File: src/rtl/turn_scheduler.sv
// rtl/turn_scheduler.sv - two-player turn scheduler with shop window and per-turn timeout
// Optional feature macro: ALT_FIRST_PLAYER_EN (alternate the first mover every round).
module turn_scheduler #(
   parameter int TURN_TIMEOUT = 16,
   parameter int SHOP_TIMEOUT = 64
) (
   input  logic       clk,
   input  logic       rst_n,
   input  logic       phase,
   input  logic       p1_req,
   input  logic       p2_req,
   input  logic [2:0] p1_action,
   input  logic [2:0] p2_action,
   input  logic       p1_ready,
   input  logic       p2_ready,
   output logic       turn,
   output logic       play_valid,
   output logic [2:0] play_action,
   output logic       start_round,
   output logic       p1_ack,
   output logic       p2_ack,
   output logic       p1_timeout,
   output logic       p2_timeout,
   output logic [7:0] turn_count
);

   typedef enum logic [1:0] {SHOP, START, TURN_WAIT, SETTLE} state_t;

   localparam logic [9:0] SHOP_LAST = 10'(SHOP_TIMEOUT - 1);
   localparam logic [7:0] TURN_LAST = 8'(TURN_TIMEOUT - 1);

   state_t     state;
   logic [9:0] shop_cnt;
   logic [7:0] turn_timer;
   logic       p1_rdy;
   logic       p2_rdy;
   logic       first_mover;
   logic       act_req;
   logic [2:0] act_action;
   logic       both_ready;

   // Only the active player's request and move code are ever considered
   assign act_req    = turn ? p2_req : p1_req;
   assign act_action = turn ? p2_action : p1_action;

   // A ready pulse arriving this cycle counts together with the sticky flag
   assign both_ready = (p1_rdy | p1_ready) & (p2_rdy | p2_ready);

   // Scheduler FSM; every output is a register and strobes default low each cycle
   always_ff @(posedge clk or negedge rst_n) begin
      if (!rst_n) begin
         state       <= SHOP;
         turn        <= 1'b0;
         play_valid  <= 1'b0;
         play_action <= 3'd0;
         start_round <= 1'b0;
         p1_ack      <= 1'b0;
         p2_ack      <= 1'b0;
         p1_timeout  <= 1'b0;
         p2_timeout  <= 1'b0;
         turn_count  <= 8'd0;
         shop_cnt    <= 10'd0;
         turn_timer  <= 8'd0;
         p1_rdy      <= 1'b0;
         p2_rdy      <= 1'b0;
         first_mover <= 1'b0;
      end else begin
         play_valid  <= 1'b0;
         play_action <= 3'd0;
         start_round <= 1'b0;
         p1_ack      <= 1'b0;
         p2_ack      <= 1'b0;
         p1_timeout  <= 1'b0;
         p2_timeout  <= 1'b0;
         case (state)
            SHOP: begin
               if (both_ready || shop_cnt == SHOP_LAST) begin
                  start_round <= 1'b1;
                  p1_rdy      <= 1'b0;
                  p2_rdy      <= 1'b0;
                  shop_cnt    <= 10'd0;
                  turn_count  <= 8'd0;
                  state       <= START;
               end else begin
                  p1_rdy   <= p1_rdy | p1_ready;
                  p2_rdy   <= p2_rdy | p2_ready;
                  shop_cnt <= shop_cnt + 10'd1;
               end
            end
            START: begin
               if (!phase) begin
                  turn       <= first_mover;
                  turn_timer <= 8'd0;
                  state      <= TURN_WAIT;
`ifdef ALT_FIRST_PLAYER_EN
                  // Advances once per started round so the next round opens with the other player
                  first_mover <= ~first_mover;
`endif
               end
            end
            TURN_WAIT: begin
               if (phase) begin
                  turn_timer <= 8'd0;
                  state      <= SHOP;
               end else if (act_req) begin
                  play_valid  <= 1'b1;
                  play_action <= act_action;
                  p1_ack      <= ~turn;
                  p2_ack      <= turn;
                  state       <= SETTLE;
               end else if (turn_timer == TURN_LAST) begin
                  p1_timeout <= ~turn;
                  p2_timeout <= turn;
                  state      <= SETTLE;
               end else begin
                  turn_timer <= turn_timer + 8'd1;
               end
            end
            SETTLE: begin
               turn_timer <= 8'd0;
               if (phase) begin
                  state <= SHOP;
               end else begin
                  turn  <= ~turn;
                  state <= TURN_WAIT;
                  if (turn_count != 8'hFF) begin
                     turn_count <= turn_count + 8'd1;
                  end
               end
            end
            default: state <= SHOP;
         endcase
      end
   end

endmodule

File: config.mk
export PLATFORM = sky130hd
export DESIGN_NAME = turn_scheduler
export DESIGN_NICKNAME = d
export VERILOG_FILES = /design/src/rtl/turn_scheduler.sv
export SDC_FILE = /design/constraint.sdc
export NUM_CORES = 1
export LEC_CHECK = 0
export ABC_AREA = 1
export ABC_CLOCK_PERIOD_IN_PS = 1500
export CORE_UTILIZATION = 56
export CTS_BUF_LIST = sky130_fd_sc_hd__clkbuf_8
export DETAILED_ROUTE_END_ITERATION = 10
export GPL_TIMING_DRIVEN = 0
export PLACE_DENSITY = 0.93
export SLEW_MARGIN = 5
export SYNTH_ARGS = -nofsm -noshare
export SYNTH_HDL_FRONTEND = slang
export SYNTH_SLANG_ARGS = --single-unit
export TNS_END_PERCENT = 10
File: constraint.sdc
create_clock -name clk -period 1.5 [get_ports clk]
set_input_delay 0.15 -clock clk [delete_from_list [all_inputs] [get_ports clk]]
set_output_delay 0.15 -clock clk [all_outputs]
set_load 0.02 [all_outputs]
# [After elaboration in Yosys (flattened, before gate mapping)]
# Cells that the tools add are included.
[classes] add_sub_neg=3 n_mul=0 div=0 n_lt_le_gt_ge=0 n_eq_ne=13 shift=0 mux=46 bitwise_logic=4 n_reduce_logical=9
[op_table] operator="2-to-1 mux 8 bit" count=7
[op_table] operator="2-to-1 mux 1 bit" count=24
[op_table] operator="case mux 8 bit (3 select lines)" count=1
[op_table] operator="adder 8 x 1 -> 8 bit, second input constant" count=2
[op_table] operator="case mux 8 bit (2 select lines)" count=1
[op_table] operator="2-to-1 mux 2 bit" count=6
[op_table] operator="2-to-1 mux 3 bit" count=4
[op_table] operator="adder 10 x 1 -> 10 bit, second input constant" count=1
[op_table] operator="equality test 10 x 6 -> 1 bit, second input constant" count=1
[op_table] operator="2-to-1 mux 10 bit" count=1
[op_table] operator="equality test 8 x 4 -> 1 bit, second input constant" count=1
[op_table] operator="!= test 2 bit, second input constant" count=4
[op_table] operator="!= test 8 bit, second input constant" count=1
[op_table] operator="case mux 2 bit (4 select lines)" count=1
[op_table] operator="AND reduction 4 bit" count=2
[op_table] operator="!= test 3 bit, second input constant" count=2
[op_table] operator="AND reduction 3 bit" count=2
[op_table] operator="equality test 2 bit, second input constant" count=2
[op_table] operator="!= test 4 bit, second input constant" count=1
[op_table] operator="nonzero test 2 bit" count=2
[op_table] operator="nonzero test 3 bit" count=1
[op_table] operator="equality test 2 x 1 -> 1 bit, second input constant" count=1
[op_table] operator="logical NOT 2 bit" count=1
[op_table] operator="OR 1 bit" count=2
[op_table] operator="4 further kinds" count=4
[word_totals] register_bits=40 latch_bits=0 ramBits=0 rom_bits=0 input_bits=13 out_inout_bits=18 elab_cells=89 n_memories=0

# [Longest topological paths before layout]
[logic_depth] word_depth=5 mapped_depth=9 depth_no_buf=9

# [Worst setup path before layout]
# OpenSTA, ideal clock, no wires.
[synth_path] path_type="flip-flop to flip-flop" startpoint="register turn_count[0]" endpoint="register turn_count[5]" setup_time_ps=117 arrival_time_ps=1330 required_ps=1383 path_slack_ps=53 path_stages_with_launch=10 n_path_buf=0 period_less_slack_ps=1447 cell_sequence="dfrtp_1 > ha_1 > nand2_1 > nor2_1 > nand2_1 > nand2_4 > nand2_4 > nand3_4 > nand2_1 > nand2_1"
[synth_via] elab_chain_cells=4 elab_cells_between_ends=7 cone_classes="add/sub (1); eq/ne (2); mux (3); reduce/logical (1)"
[synth_lines] element="from (decl)" line_no="24" text="output logic [7:0] turn_count"
[synth_lines] element="from (signal assigned)" line_no="127" text="turn_count <= turn_count + 8'd1;"
[synth_lines] element="adder 8 x 1 -> 8 bit" line_no="127"
[synth_lines] element="2-to-1 mux 8 bit" line_no="126" text="if (turn_count != 8'hFF) begin"
[synth_lines] element="2-to-1 mux 8 bit" line_no="121" text="if (phase) begin"
[synth_lines] element="case mux 8 bit (2 select lines)" line_no="75" text="case (state)"
# Several ways; a longest one is shown, not always the timed one. The select of a mux whose other input is x is not followed.
# A chain may end at the register's enable or synchronous reset.

# [Final worst setup path]
[layout_path] startpoint="register shop_cnt[1]" endpoint="register turn_count[1]"
[layout_via] elab_chain_cells=4
[layout_lines] element="from (decl)" line_no="33" text="logic [9:0] shop_cnt;"
[layout_lines] element="from (signal assigned)" line_no="87" text="shop_cnt <= shop_cnt + 10'd1;"
[layout_lines] element="equality test 10 x 6 -> 1 bit" line_no="77" text="if (both_ready || shop_cnt == SHOP_LAST) begin"
[layout_lines] element="logical OR 1 bit" line_no="77"
[layout_lines] element="!= test 2 bit (no line)"
[layout_lines] element="AND reduction 4 bit (no line)"
# Every way passes these cells.

==> results.md <==
- Post-Synthesis Cell Area: 2180 sq um
- DRC violations left: 0
- GRT Util Overall: 24.3%
- H-tree lvl count: 2
- Final non-filler cell total: 376
- Via/cell ratio: 5.31
- Width of the die: 64.4 microns
- # diodes: 0
- Syn nets: 299
- Final period util: 96.6%
- Pwr dens: 1260 nW/um^2
- Clock Skew: 6.38 ps
- Reg2Reg Depth: 8
- Sequential share of the synthesized area: 46.0%
- Initial DRC count: 155
- Share of cells above drive strength 1: 16.2%
- Multi-input gate area: 1100 sq um
- Die area: 4140 sq um
- Initial Util: 59.1%
- Tot Pwr: 3.51 mW
- CTS Sinks: 40
- Register bit total from synthesis: 40
- FF-to-FF Start: shop_cnt[1]
- Register-to-register setup slack: 50 ps
- Design area: 2780 sq um
- Switching pwr: 1.43 mW
- EDFF count, synth: 0
- # IOs: 31
- Mean Syn Cell Area: 7.70 sq um
- Gate power share: 39.3%
- Async set-reset flop share out of synthesis: 100%
- Util after Layout: 75.5%
- Final setup TNS: 0 ps
- Vias in the first global route: 1,828
- DRT Pass-1 Iters: 4
- Global-route wire length before repair: 7.73 mm
- Synth warnings: 1
- Chip height: 64.4 microns
- Final WL: 4.72 mm
- Crit start category: flop
- RR Endpoint: turn_count[1]
- Post-Synthesis Cells: 283
- Port Buf Inserts: 30
- Leak: 1.32 nW
- Status: finished, final reports clean
- Drt wl/cell: 12.5 microns
- Post-layout net count: 343
- Inst Count DP: 362
- Final Hold Vio Count: 0
- Switching Share: 40.8%
- Crit path launch: shop_cnt[1]
- RSZ-0062 raised after global routing: yes
- Worst hold path type: primary input to async pin
- Area after DPL: 2560 sq um
- Max-slew violations: 0
- TritonCTS clock tree: done
- FF/Latch Area: 1000 sq um
- CTS buffer count: 5
- DP HPWL: 3.22 mm
- ANT nets after route: 0
- CTS clk-pin slew, worst paths: 90 ps
- Setup crit end: turn_count[1]
- Bufs on Longest Clock Path: 2
- CP max FO: 8
- Setup violators final: 0
- GP Congestion: 0.863
- Worst slew margin: 66.1%
- Worst-Margin Slew: 509 ps
- Setup CP Type: flop to flop
- Core Box Area: 3690 sq um
- Row cnt: 22
- Minimum clock period: 1450 ps
- Internal power: 2.08 mW
- Reg power frac: 39.3%
- Max Freq: 0.690 GHz
- # fillers: 273
- CP Capture Type: flop
- Antenna violations before repair: 0
- VDD IR max: 0.000955 V
- Clock share of power: 21.5%
- Area growth syn-to-layout: 27.8%
- WP data required: 1700 ps
- Via Count: 1,995
- CTS root buffer: clkbuf_8
- Overflow after GRT: 0
- Post-synth top flop: dfrtp_1
- Max_cap viols: 0
- Crit path DAT: 1650 ps
- Yosys cell types: 27
- Largest net degree at the start of global routing: 22
- Clock latency on the worst-skew pair: 310 ps
==> cells by family (layout without fill, tap and decap cells) <==
group / after synthesis / count (layout) / share of synthesized area (%)
adder cells (fa/ha/maj): 3 / 3 / 1.72
AO/OA/AOI/OAI: 25 / 25 / 7.01
XOR/XNOR: 4 / 4 / 1.61
flip-flops: 40 / 40 / 46.0
buffers and inverters: 32 / 77 / 6.43
AND/OR/NAND/NOR: 179 / 179 / 37.3
==> synth_stat cells, types with 2 or more instances <==
library cell | count | area share (%)
nand2_4 | 2 | 1.0
inv_2 | 5 | 0.86
ha_1 | 3 | 1.7
nand2_2 | 3 | 0.86
nor3_1 | 6 | 1.4
nand3_2 | 2 | 0.92
xor2_1 | 4 | 1.6
dfrtp_1 | 40 | 46
nand2_1 | 82 | 14
o21ai_1 | 2 | 0.46
a21oi_1 | 14 | 3.2
buf_6 | 2 | 1.0
o21ai_2 | 3 | 1.2
inv_1 | 23 | 4.0
nand3_1 | 18 | 4.1
nor2_1 | 47 | 8.1
nand3_4 | 2 | 1.6
o21bai_1 | 2 | 0.69
o21ai_0 | 3 | 0.69
nand4_1 | 13 | 3.7
==> critical path, cell delays in order, from the launching register on <==
cell,delay [ps]
dfrtp_1,390
ha_2,220
nand3_2,100
nor2_4,160
nand2_4,90
nand3_4,120
nand3_4,140
nand2_1,80
nand2_1,50
==> layout by cell type, fill, tap and decap left out, drive strengths merged, types with 6 or more instances in the layout <==
cell and count:
dlygate4sd2 7, dfrtp 40, nand2 87, inv 28
nor3 6, nor2 49, nand3 22, buf 9
a21oi 15, clkdlybuf4s50 20, clkbuf 6, o21ai 8
nand4 13
==> worst min path at each step <==
| stage | end | cells after the start |
|---|---|---|
| 2_1_floorplan | p1_ack | 0 |
| 5_1_grt | shop_cnt[0] | 2 |
| 3_5_place_dp | shop_cnt[9] | 1 |
| 3_3_place_gp | p2_rdy | 2 |
| 4_1_cts | turn_count[3] | 2 |
| 6_report | turn_count[3] | 2 |
==> area by class of cell <==
type / count / area share [%]
Tap cell: 48 / 2.16
Multi-Input combinational cell: 211 / 39.5
Inverter: 29 / 3.96
Clock buffer: 5 / 2.47
Clock inverter: 3 / 0.854
Buffer: 3 / 1.21
Timing Repair Buffer: 37 / 13.8
Sequential cell: 40 / 36.1
==> state kept, by name, indices dropped and copies added, names as in the netlist <==
| name | cells |
|---|---|
| state | 2 |
| turn | 1 |
| shop_cnt | 10 |
| p1_timeout | 1 |
| p1_rdy | 1 |
| turn_timer | 8 |
| p2_ack | 1 |
| start_round | 1 |
| play_valid | 1 |
| p2_rdy | 1 |
| play_action | 3 |
| turn_count | 8 |
| p2_timeout | 1 |
| p1_ack | 1 |
==> layer usage <==
layer	vias up	wire (microns)	track usage, %	part of all wire [%]
met1	939	2080	29.2	44
met4	0	80	9.17	1.7
met2	48	2360	41.7	50
met3	8	196	6.07	4.2
li1	1000	-	-	-
met5	-	0	0	0
==> power by group through the flow <==
| stage | Clock (mW) | Sequential, mW | Combinational, mW |
|---|---|---|---|
| after floorplan | 0 | 1.42 | 0.823 |
| after global placement | 0 | 1.38 | 1.18 |
| after detailed placement | 0 | 1.39 | 1.23 |
| after CTS | 0.760 | 1.37 | 1.23 |
| after global routing | 0.796 | 1.40 | 1.51 |
| final | 0.753 | 1.38 | 1.38 |
==> stage by stage <==
step           setup slack [ps]  hold WS (ps)
3_5_place_dp               -161           146
5_1_grt                   -49.3           393
2_1_floorplan              53.0          -146
4_1_cts                   0.334           353
3_3_place_gp               -690           484
6_report                   50.8           340
==> what timing repair did <==
| action | 4_1_cts | 5_1_grt |
|---|---|---|
| endpoints found under the hold margin | 19 | 0 |
| hold buffers | 1 | 0 |
| resized for setup | 9 | 19 |
| endpoints found under the setup margin | 10 | 31 |
| cloned | 0 | 1 |
| buffers inserted | 0 | 4 |
| pin swaps | 0 | 8 |
Power figures use the tool's default switching activity.
